File: src/rtl/mem_pkg.sv
`default_nettype none
// ============================================================================
// Module  : mem_pkg
// Purpose : Shared types and constants for the memory arbiter: address-map
//           region bounds, region/state/owner enumerations and a range helper.
// Ports   : none (package)
// Rev     : 1.0  initial release
// ============================================================================
package mem_pkg;

  localparam logic [31:0] ROM_BASE    = 32'h0000_0000;
  localparam logic [31:0] ROM_LIMIT   = 32'h0FFF_FFFF;
  localparam logic [31:0] RAM_BASE    = 32'h1000_0000;
  localparam logic [31:0] RAM_LIMIT   = 32'h1FFF_FFFF;
  localparam logic [31:0] STACK_BASE  = 32'hD000_0000;
  localparam logic [31:0] STACK_LIMIT = 32'hDFFF_FFFF;

  typedef enum logic [1:0] {
    REGION_ROM      = 2'd0,
    REGION_RAM      = 2'd1,
    REGION_STACK    = 2'd2,
    REGION_UNMAPPED = 2'd3
  } region_e;

  typedef enum logic [1:0] {
    ST_IDLE  = 2'd0,
    ST_ISSUE = 2'd1,
    ST_RESP  = 2'd2
  } state_e;

  typedef enum logic {
    OWNER_I = 1'b0,
    OWNER_D = 1'b1
  } owner_e;

  function automatic logic in_range(input logic [31:0] a,
                                    input logic [31:0] lo,
                                    input logic [31:0] hi);
    return (a >= lo) && (a <= hi);
  endfunction

endpackage
`default_nettype wire

File: src/rtl/addr_decode.sv
`default_nettype none
// ============================================================================
// Module  : addr_decode
// Purpose : Combinational address-map decode for the granted access.
// Ports   : addr   in  32  access address
//           we     in  1   write enable of the access
//           owner  in  1   requesting port (I or D)
//           region out 2   decoded region
//           fault  out 1   unmapped address or data write into ROM
// Rev     : 1.0  initial release
// ============================================================================
module addr_decode
  import mem_pkg::*;
(
  input  logic [31:0] addr,
  input  logic        we,
  input  owner_e      owner,
  output region_e     region,
  output logic        fault
);

  always_comb begin
    region = REGION_UNMAPPED;
    if (in_range(addr, ROM_BASE, ROM_LIMIT))
      region = REGION_ROM;
    else if (in_range(addr, RAM_BASE, RAM_LIMIT))
      region = REGION_RAM;
    else if (in_range(addr, STACK_BASE, STACK_LIMIT))
      region = REGION_STACK;

    fault = (region == REGION_UNMAPPED) ||
            ((owner == OWNER_D) && we && (region == REGION_ROM));
  end

endmodule
`default_nettype wire

File: src/rtl/mem_arbiter.sv
`default_nettype none
// ============================================================================
// Module  : mem_arbiter
// Purpose : Arbitrates an instruction-fetch port and a data port onto one
//           single-port memory backend. Round-robin on conflict, address-map
//           fault detection, and a backend acknowledge timeout.
// Ports   : clk, reset                 clock / async active-high reset
//           iReq,iAddr -> iReady,iData,iErr          fetch port
//           dReq,dWe,dAddr,dWData -> dReady,dRData,dErr  data port
//           mReq,mWe,mAddr,mWData <- mAck,mRData     backend port
// Rev     : 1.0  initial release
// ============================================================================
module mem_arbiter
  import mem_pkg::*;
#(
  parameter int TIMEOUT = 15
) (
  input  logic        clk,
  input  logic        reset,
  input  logic        iReq,
  input  logic [31:0] iAddr,
  output logic        iReady,
  output logic [31:0] iData,
  output logic        iErr,
  input  logic        dReq,
  input  logic        dWe,
  input  logic [31:0] dAddr,
  input  logic [31:0] dWData,
  output logic        dReady,
  output logic [31:0] dRData,
  output logic        dErr,
  output logic        mReq,
  output logic        mWe,
  output logic [31:0] mAddr,
  output logic [31:0] mWData,
  input  logic        mAck,
  input  logic [31:0] mRData
);

  state_e      state, state_next;
  owner_e      last_grant, owner;
  logic [31:0] acc_addr, acc_wdata;
  logic        acc_we, acc_err;
  logic [3:0]  tmo_cnt;
  logic [31:0] fetch_data, load_data;

  // Candidate access seen in IDLE; on conflict the port not served last wins.
  logic        grant_valid;
  owner_e      grant_owner;
  logic [31:0] grant_addr, grant_wdata;
  logic        grant_we, grant_fault;
  region_e     unused_region;
  logic        timed_out;

  assign grant_valid = iReq | dReq;
  assign grant_owner = (iReq && dReq) ?
                         ((last_grant == OWNER_I) ? OWNER_D : OWNER_I) :
                         (dReq ? OWNER_D : OWNER_I);
  assign grant_addr  = (grant_owner == OWNER_D) ? dAddr : iAddr;
  assign grant_we    = (grant_owner == OWNER_D) && dWe;
  assign grant_wdata = (grant_owner == OWNER_D) ? dWData : 32'h0;

  // Region is informational only; fault already folds in the unmapped case.
  addr_decode u_addr_decode (
    .addr   (grant_addr),
    .we     (grant_we),
    .owner  (grant_owner),
    .region (unused_region),
    .fault  (grant_fault)
  );

  // Last ISSUE cycle allowed without mAck: the counter reaches TIMEOUT here.
  assign timed_out = (tmo_cnt == 4'(TIMEOUT - 1));

  always_ff @(posedge clk or posedge reset) begin
    if (reset) state <= ST_IDLE;
    else       state <= state_next;
  end

  always_comb begin
    state_next = state;
    mReq       = 1'b0;
    iReady     = 1'b0;
    dReady     = 1'b0;
    iErr       = 1'b0;
    dErr       = 1'b0;
    case (state)
      ST_IDLE:  if (grant_valid) state_next = grant_fault ? ST_RESP : ST_ISSUE;
      ST_ISSUE: begin
        mReq = 1'b1;
        if (mAck || timed_out) state_next = ST_RESP;
      end
      ST_RESP: begin
        state_next = ST_IDLE;
        iReady     = (owner == OWNER_I);
        dReady     = (owner == OWNER_D);
        iErr       = (owner == OWNER_I) && acc_err;
        dErr       = (owner == OWNER_D) && acc_err;
      end
      default:  state_next = ST_IDLE;
    endcase
  end

  always_ff @(posedge clk or posedge reset) begin
    if (reset) begin
      last_grant <= OWNER_I;
      owner      <= OWNER_I;
      acc_addr   <= 32'h0;
      acc_wdata  <= 32'h0;
      acc_we     <= 1'b0;
      acc_err    <= 1'b0;
      tmo_cnt    <= 4'd0;
      fetch_data <= 32'h0;
      load_data  <= 32'h0;
    end else begin
      case (state)
        ST_IDLE: if (grant_valid) begin
          owner      <= grant_owner;
          last_grant <= grant_owner;
          acc_addr   <= grant_addr;
          acc_we     <= grant_we;
          acc_wdata  <= grant_wdata;
          acc_err    <= grant_fault;
          tmo_cnt    <= 4'd0;
          // A faulting access goes straight to RESP with zero data.
          if (grant_fault) begin
            if (grant_owner == OWNER_D) load_data  <= 32'h0;
            else                        fetch_data <= 32'h0;
          end
        end
        ST_ISSUE: begin
          if (mAck) begin
            acc_err <= 1'b0;
            if (owner == OWNER_D) load_data  <= acc_we ? 32'h0 : mRData;
            else                  fetch_data <= mRData;
          end else begin
            tmo_cnt <= tmo_cnt + 4'd1;
            if (timed_out) begin
              acc_err <= 1'b1;
              if (owner == OWNER_D) load_data  <= 32'h0;
              else                  fetch_data <= 32'h0;
            end
          end
        end
        default: ;
      endcase
    end
  end

  assign mWe    = acc_we;
  assign mAddr  = acc_addr;
  assign mWData = acc_wdata;
  assign iData  = fetch_data;
  assign dRData = load_data;

endmodule
`default_nettype wire

File: config.mk
export PLATFORM = sky130hd
export DESIGN_NAME = mem_arbiter
export DESIGN_NICKNAME = d
export VERILOG_FILES = /design/src/rtl/mem_pkg.sv /design/src/rtl/addr_decode.sv /design/src/rtl/mem_arbiter.sv
export SDC_FILE = /design/constraint.sdc
export NUM_CORES = 1
export LEC_CHECK = 0
export CAP_MARGIN = 20
export CORE_MARGIN = 3
export CORE_UTILIZATION = 25
export DETAILED_ROUTE_END_ITERATION = 12
export SYNTH_ARGS = -nofsm -noshare
export SYNTH_HDL_FRONTEND = slang
export SYNTH_HIERARCHICAL = 1
export SYNTH_SLANG_ARGS = --single-unit
File: constraint.sdc
create_clock -name clk -period 11.4 [get_ports clk]
set_input_delay 1.14 -clock clk [delete_from_list [all_inputs] [get_ports clk]]
set_output_delay 1.14 -clock clk [all_outputs]
set_load 0.01 [all_outputs]
; ---- After elaboration in Yosys (flattened, before gate mapping)
; Index checks and enable logic that the tools add are counted.
[totals]
ff_bits = 137
input_bits = 134
out_inout_bits = 134
elab_cells = 92
[classes]
n_addsub = 1
magnitude_cmp = 6
eq_ne = 13
mux = 41
n_bitwise = 2
reduce_logical = 20
[op_table]
columns = cell, n
row1 = $mux W32, 17
row2 = $pmux W32 S2, 2
row3 = $ge A32 B1 Y1 const B, 1
row4 = $ge A32 B29 Y1 const B, 1
row5 = $ge A32 B32 Y1 const B, 1
row6 = $le A32 B28 Y1 const B, 1
row7 = $le A32 B29 Y1 const B, 1
row8 = $le A32 B32 Y1 const B, 1
row9 = $ne A2 B2 Y1 const B, 8
row10 = $mux W1, 12
row11 = $reduce_and A6 Y1, 2
row12 = $mux W2, 5
row13 = $logic_and A1 B1 Y1, 9
row14 = $mux W4, 2
row15 = $pmux W4 S2, 1
row16 = $reduce_and A3 Y1, 2
row17 = $add A4 B1 Y4 const B, 1
row18 = $eq A2 B2 Y1 const B, 2
row19 = $eq A4 B4 Y1 const B, 1
row20 = $logic_not A2 Y1, 2
row21 = $pmux W2 S2, 1
row22 = $reduce_and A2 Y1, 2
row23 = $ne A3 B3 Y1 const B, 1
row24 = $eq A2 B1 Y1 const B, 1
row25 = other kinds (5), 6

; ---- Depth between registers and ports, before layout
[depth]
ltp_word = 14
mapped_depth = 11
ltp_nobuf = 8

; ---- Modules after synthesis
; The synthesis kept the hierarchy.
[modules_own_cells]
columns = mod, instances, cells_each, area_per_inst_um2, seq_area_each_um2
row1 = mem_arbiter, 1, 539, 6143.4, 3428.3
row2 = addr_decode, 1, 8, 51.3, 0.0

; ---- Worst setup path after synthesis
; OpenSTA, ideal clock, no wires.
[synth_path]
kind = input -> register
from = input dReq
to = register load_data[0], in the netlist dRData[0]
setup_ps = 125
arrival_ps = 3612
required_ps = 11275
slack_ps = 7663
stages = 10
path_buffers = 2
path_cell_list = a21boi_4 -> clkbuf_1 -> mux2_2 -> a2111oi_0 -> a31oi_1 -> o21bai_1 -> a211oi_2 -> o311ai_1 -> buf_2 -> mux2_2
[synth_between]
elab_chain_len = 13
elab_cells_between_ends = 27
cone_classes = order compare (6) / eq/ne (4) / mux (6) / bitwise (1) / reduce/logical (10)
[synth_lines]
columns = element, line
row1 = start: declaration, mem_arbiter.sv:25  ; input logic dReq,
row2 = $mux W1 / $logic_and A1 B1 Y1 (equally long branches), "mem_arbiter.sv:58, mem_arbiter.sv:56"
row3 = $mux W1 *, mem_arbiter.sv:56  ; assign grant_owner = (iReq && dReq) ?
row4 = $mux W32 *, mem_arbiter.sv:59  ; assign grant_addr = (grant_owner == OWNER_D) ? dAddr : iAddr;
row5 = named net grant_addr[30], mem_arbiter.sv:50  ; logic [31:0] grant_addr, grant_wdata;
row6 = $ge A32 B32 Y1 / $le A32 B32 Y1 (equally long branches), mem_pkg.sv:39  ; return (a >= lo) && (a <= hi);
row7 = $logic_and A1 B1 Y1, mem_pkg.sv:39
row8 = $mux W1, addr_decode.sv:28  ; else if (in_range(addr, STACK_BASE, STACK_LIMIT))
row9 = $mux W2, addr_decode.sv:26  ; else if (in_range(addr, RAM_BASE, RAM_LIMIT))
row10 = $mux W2 *, addr_decode.sv:24  ; if (in_range(addr, ROM_BASE, ROM_LIMIT))
row11 = $logic_not A2 Y1, addr_decode.sv:32  ; ((owner == OWNER_D) && we && (region == REGION_ROM));
row12 = $logic_and A1 B1 Y1, addr_decode.sv:32
row13 = $logic_or A1 B1 Y1 *, addr_decode.sv:31  ; fault = (region == REGION_UNMAPPED) ||
row14 = named net grant_fault, mem_arbiter.sv:51  ; logic grant_we, grant_fault;
row15 = $ne A2 B2 Y1 (no line) *, n/a
row16 = $reduce_and A6 Y1 (no line) *, n/a
row17 = end signal: assignment, mem_arbiter.sv:134  ; if (owner == OWNER_D) load_data <= acc_we ? 32'h0 : mRData;
row18 = end: declaration, mem_arbiter.sv:45  ; logic [31:0] fetch_data, load_data;
; The timed path passes the listed nets; every way through them passes the cells marked *.
; A chain may end at the register's enable or synchronous reset.

; ---- Worst setup path after layout
[layout_path]
from = input dReq
to = register fetch_data[30], in the netlist iData[30]
[layout_between]
elab_chain_len = 13
elab_cells_between_ends = 27
cone_classes = order compare (6) / eq/ne (4) / mux (6) / bitwise (1) / reduce/logical (10)
[layout_lines]
columns = element, line
row1 = $mux W1 / $logic_and A1 B1 Y1 (equally long branches), "mem_arbiter.sv:58, mem_arbiter.sv:56"
row2 = $mux W1 *, mem_arbiter.sv:56
row3 = $mux W32 *, mem_arbiter.sv:59
row4 = named net grant_addr[31], mem_arbiter.sv:50
row5 = $ge A32 B32 Y1 / $le A32 B32 Y1 (equally long branches), mem_pkg.sv:39
row6 = $logic_and A1 B1 Y1, mem_pkg.sv:39
row7 = $mux W1, addr_decode.sv:28
row8 = $mux W2, addr_decode.sv:26
row9 = $mux W2 *, addr_decode.sv:24
row10 = $logic_not A2 Y1, addr_decode.sv:32
row11 = $logic_and A1 B1 Y1, addr_decode.sv:32
row12 = $logic_or A1 B1 Y1 *, addr_decode.sv:31
row13 = named net grant_fault, mem_arbiter.sv:51
row14 = $ne A2 B2 Y1 (no line) *, n/a
row15 = $reduce_and A6 Y1 (no line) *, n/a
row16 = end signal: assignment, mem_arbiter.sv:135  ; else fetch_data <= mRData;
row17 = end: declaration, mem_arbiter.sv:45
; Marks and branches as above.

==> run_summary.xml <==
<?xml version="1.0" encoding="UTF-8"?>
<metrics>
  <group name="routing">
    <metric name="drtIter0Drc" unit="">124</metric>
    <metric name="wire_per_inst" unit="um">16.32</metric>
    <metric name="drt_pre_antenna_iters" unit="">4</metric>
    <metric name="viasPerCell" unit="">4.243</metric>
    <metric name="antenna_left" unit="">0</metric>
    <metric name="route.vias.total" unit="">4807</metric>
    <metric name="totalWireLength" unit="um">18500</metric>
    <metric name="post-route-drc-count" unit="">0</metric>
  </group>
  <group name="die">
    <metric name="placement_rows" unit="">56</metric>
    <metric name="ports" unit="">268</metric>
    <metric name="chipWidth" unit="um">163.1</metric>
    <metric name="initial_utilization" unit="">0.2583</metric>
    <metric name="fp.coreArea" unit="mm2">0.02389</metric>
    <metric name="die_area" unit="mm2">0.02660</metric>
    <metric name="height_of_the_die" unit="um">163.1</metric>
  </group>
  <group name="timing">
    <metric name="report.final.setup_viol" unit="">0</metric>
    <metric name="final.period_utilization" unit="">0.4138</metric>
    <metric name="setup-tns-final" unit="ns">0</metric>
    <metric name="timing.final.hold_violations" unit="">0</metric>
    <metric name="grt_setup_unrepaired" unit="">false</metric>
    <metric name="timing.max_slew.rel_slack" unit="">0.2846</metric>
    <metric name="hold_ws" unit="ns">0.4755</metric>
    <metric name="clock-skew-final" unit="ns">0.01129</metric>
    <metric name="max_freq" unit="MHz">212.0</metric>
    <metric name="final_max_slew_viol_count" unit="">0</metric>
    <metric name="tightest_slew" unit="ns">1.073</metric>
    <metric name="final.min_clock_period" unit="ns">4.717</metric>
  </group>
  <group name="clocking">
    <metric name="root_buffer" unit="">sky130_fd_sc_hd__clkbuf_16</metric>
    <metric name="cts.sinks" unit="">137</metric>
    <metric name="clock_insertion_delay_at_the_later_pin_of_the_skew_report" unit="ns">0.41</metric>
    <metric name="cts_hold_buffers" unit="">0</metric>
    <metric name="clock_tree.buffer_depth" unit="">2</metric>
    <metric name="cts-buffers-inserted" unit="">17</metric>
    <metric name="tritoncts_clock_tree" unit="">yes</metric>
    <metric name="htree_num_levels" unit="">4</metric>
    <metric name="count_of_cells_resized_by_post_cts_repair" unit="">0</metric>
    <metric name="worst_setup_hold_path_clk_slew" unit="ns">0.06</metric>
    <metric name="post-cts-setup-buffer-count" unit="">0</metric>
  </group>
  <group name="layout">
    <metric name="flow.area_growth_from_synthesis" unit="%">58.13</metric>
    <metric name="antenna_cells_inserted" unit="">0</metric>
    <metric name="design.final.nets" unit="">937</metric>
    <metric name="fin_cells" unit="">1133</metric>
    <metric name="post_route_cells_drive_above_1_share" unit="">0.1511</metric>
  </group>
  <group name="power_and_ir_drop">
    <metric name="power_frac_comb" unit="">0.415</metric>
    <metric name="power.sequential.fraction" unit="">0.336</metric>
    <metric name="power_switching" unit="uW">731.8</metric>
    <metric name="p_int" unit="mW">1.466</metric>
    <metric name="finalPower" unit="mW">2.198</metric>
    <metric name="ir_worst_vdd" unit="V">0.00008536</metric>
    <metric name="power_frac_clock" unit="">0.249</metric>
    <metric name="switching_power_as_a_share_of_total_power" unit="">0.3329</metric>
    <metric name="cellLeakagePower" unit="nW">4.464</metric>
    <metric name="power_per_cell_area" unit="mW/mm2">225.2</metric>
  </group>
  <group name="status">
    <metric name="result_of_the_run" unit="">complete, no violations</metric>
  </group>
  <group name="hold_path">
    <metric name="hold_path.class" unit="">register to register</metric>
    <metric name="hold-path-cell-count" unit="">2</metric>
  </group>
  <group name="placement">
    <metric name="dp.cells" unit="">1101</metric>
    <metric name="port_buffers" unit="">267</metric>
    <metric name="hpwlAfterDp" unit="um">13080</metric>
    <metric name="gpl.final_weighted_congestion" unit="">0.7139</metric>
  </group>
  <group name="worst_setup_path">
    <metric name="critical_path_required" unit="ns">11.69</metric>
    <metric name="worst-endpoint-arrival" unit="ns">5.01</metric>
    <metric name="r2r_cells" unit="">8</metric>
    <metric name="critical_path.startpoint_type" unit="">primary input</metric>
    <metric name="critPathCaptureType" unit="">register</metric>
    <metric name="cp_max_fo" unit="">32</metric>
    <metric name="worstSetupPathType" unit="">primary input to register</metric>
  </group>
  <group name="global_routing">
    <metric name="grtUsageTotal" unit="">0.1408</metric>
    <metric name="maximum_number_of_pins_on_one_net_before_global_route_repair" unit="">81</metric>
    <metric name="grt_antenna_before_repair" unit="">0</metric>
    <metric name="grt_pass1_vias" unit="">5082</metric>
    <metric name="gr-total-overflow" unit="">0</metric>
    <metric name="wire_length_of_the_first_global_routing_pass" unit="um">29210</metric>
  </group>
  <group name="synthesis">
    <metric name="syn_inst" unit="">543</metric>
    <metric name="postSynthAreaPerCell" unit="um2">11.36</metric>
    <metric name="synth.cell_area" unit="mm2">0.006171</metric>
    <metric name="mappedNetlistNets" unit="">679</metric>
    <metric name="synth_warnings" unit="">6</metric>
  </group>
  <group name="job">
    <metric name="timing.max_cap.violations" unit="">0</metric>
  </group>
</metrics>
-- placed cells by master, fill, tap and decap left out, types with 2 or more instances in the layout --
| cell | instances |
|---|---|
| sky130_fd_sc_hd__and2_1 | 4 |
| sky130_fd_sc_hd__nor2_1 | 27 |
| sky130_fd_sc_hd__clkinv_4 | 2 |
| sky130_fd_sc_hd__buf_4 | 9 |
| sky130_fd_sc_hd__mux2_4 | 30 |
| sky130_fd_sc_hd__nand2b_1 | 3 |
| sky130_fd_sc_hd__a21o_1 | 2 |
| sky130_fd_sc_hd__a22o_1 | 32 |
| sky130_fd_sc_hd__clkbuf_8 | 2 |
| sky130_fd_sc_hd__inv_1 | 24 |
| sky130_fd_sc_hd__clkdlybuf4s50_1 | 267 |
| sky130_fd_sc_hd__bufinv_16 | 2 |
| sky130_fd_sc_hd__clkbuf_1 | 3 |
| sky130_fd_sc_hd__a21oi_1 | 2 |
| sky130_fd_sc_hd__nand2_1 | 131 |
| sky130_fd_sc_hd__ha_1 | 2 |
| sky130_fd_sc_hd__xor2_1 | 2 |
| sky130_fd_sc_hd__nor3_1 | 2 |
| sky130_fd_sc_hd__clkinv_2 | 3 |
| sky130_fd_sc_hd__clkbuf_16 | 17 |
| sky130_fd_sc_hd__dfrtp_1 | 137 |
| sky130_fd_sc_hd__mux2i_1 | 21 |
| sky130_fd_sc_hd__and3_1 | 21 |
| sky130_fd_sc_hd__mux2_2 | 47 |
| sky130_fd_sc_hd__inv_6 | 3 |
-- final cells by class --
| class | instances | area, um2 |
|---|---|---|
| multi-input cells | 344 | 2510 |
| repair buffers | 276 | 2740 |
| clock buffers | 22 | 464.2 |
| clock inverters | 10 | 117.6 |
| inverters | 25 | 98.84 |
| well taps | 319 | 399.1 |
| flip-flops and latches | 137 | 3428 |
| fillers | 2338 | 14130 |
-- per-stage QoR --
stage / util / setup WS [ns] / area, um2
floorplan: - / 6.592 / 6171
global placement: 0.3841 / 6.225 / 9176
detailed placement: 0.3841 / 6.152 / 9176
CTS: 0.4084 / 6.607 / 9758
global route: 0.4084 / 6.427 / 9758
finish: 0.4084 / 6.683 / 9758
-- power groups by stage --
| stage | Clock [mW] | Sequential [mW] | Combinational (mW) |
|---|---|---|---|
| final | 0.547 | 0.739 | 0.912 |
| after global routing | 0.586 | 0.762 | 0.992 |
| after CTS | 0.568 | 0.741 | 0.936 |
| after detailed placement | 0 | 0.743 | 0.936 |
| after global placement | 0 | 0.742 | 0.930 |
| after floorplan | 0 | 0.794 | 0.402 |
-- worst paths after layout --
check                               start  slack (ns)         end
worst max-delay path                 dReq        6.68   iData[30]
worst min-delay path            mAddr[17]        0.48   mAddr[17]
worst max register to register      owner        7.53   iData[30]
worst min register to register  mAddr[17]        0.48   mAddr[17]
max in group asynchronous           reset        8.89   iData[11]
min in group asynchronous           reset        1.20  mWData[11]
-- state kept, by name, summed over array words and instances, names as in the netlist --
signal   count
acc_err      1
dRData      32
iData       32
mAddr       32
mWData      32
mWe          1
owner        1
state        2
tmo_cnt      4
-- metal layers --
metal | routed length, um | vias to the layer above | GRT usage
li1 | - | 2334 | -
met1 | 8027 | 2274 | 0.1782
met2 | 8742 | 178 | 0.2274
met3 | 1408 | 21 | 0.04920
met4 | 317 | 0 | 0.04229
met5 | 0 | - | 0
-- worst max-delay path: stages --
cell	delay (ns)
sky130_fd_sc_hd__clkdlybuf4s50_1	0.57
sky130_fd_sc_hd__a21boi_4	0.61
sky130_fd_sc_hd__mux2_2	0.45
sky130_fd_sc_hd__xnor2_1	0.13
sky130_fd_sc_hd__a31oi_1	0.27
sky130_fd_sc_hd__o21bai_1	0.11
sky130_fd_sc_hd__a211oi_2	0.32
sky130_fd_sc_hd__and3b_2	0.95
sky130_fd_sc_hd__mux2_2	0.41
(Power assumes the default switching activity.)
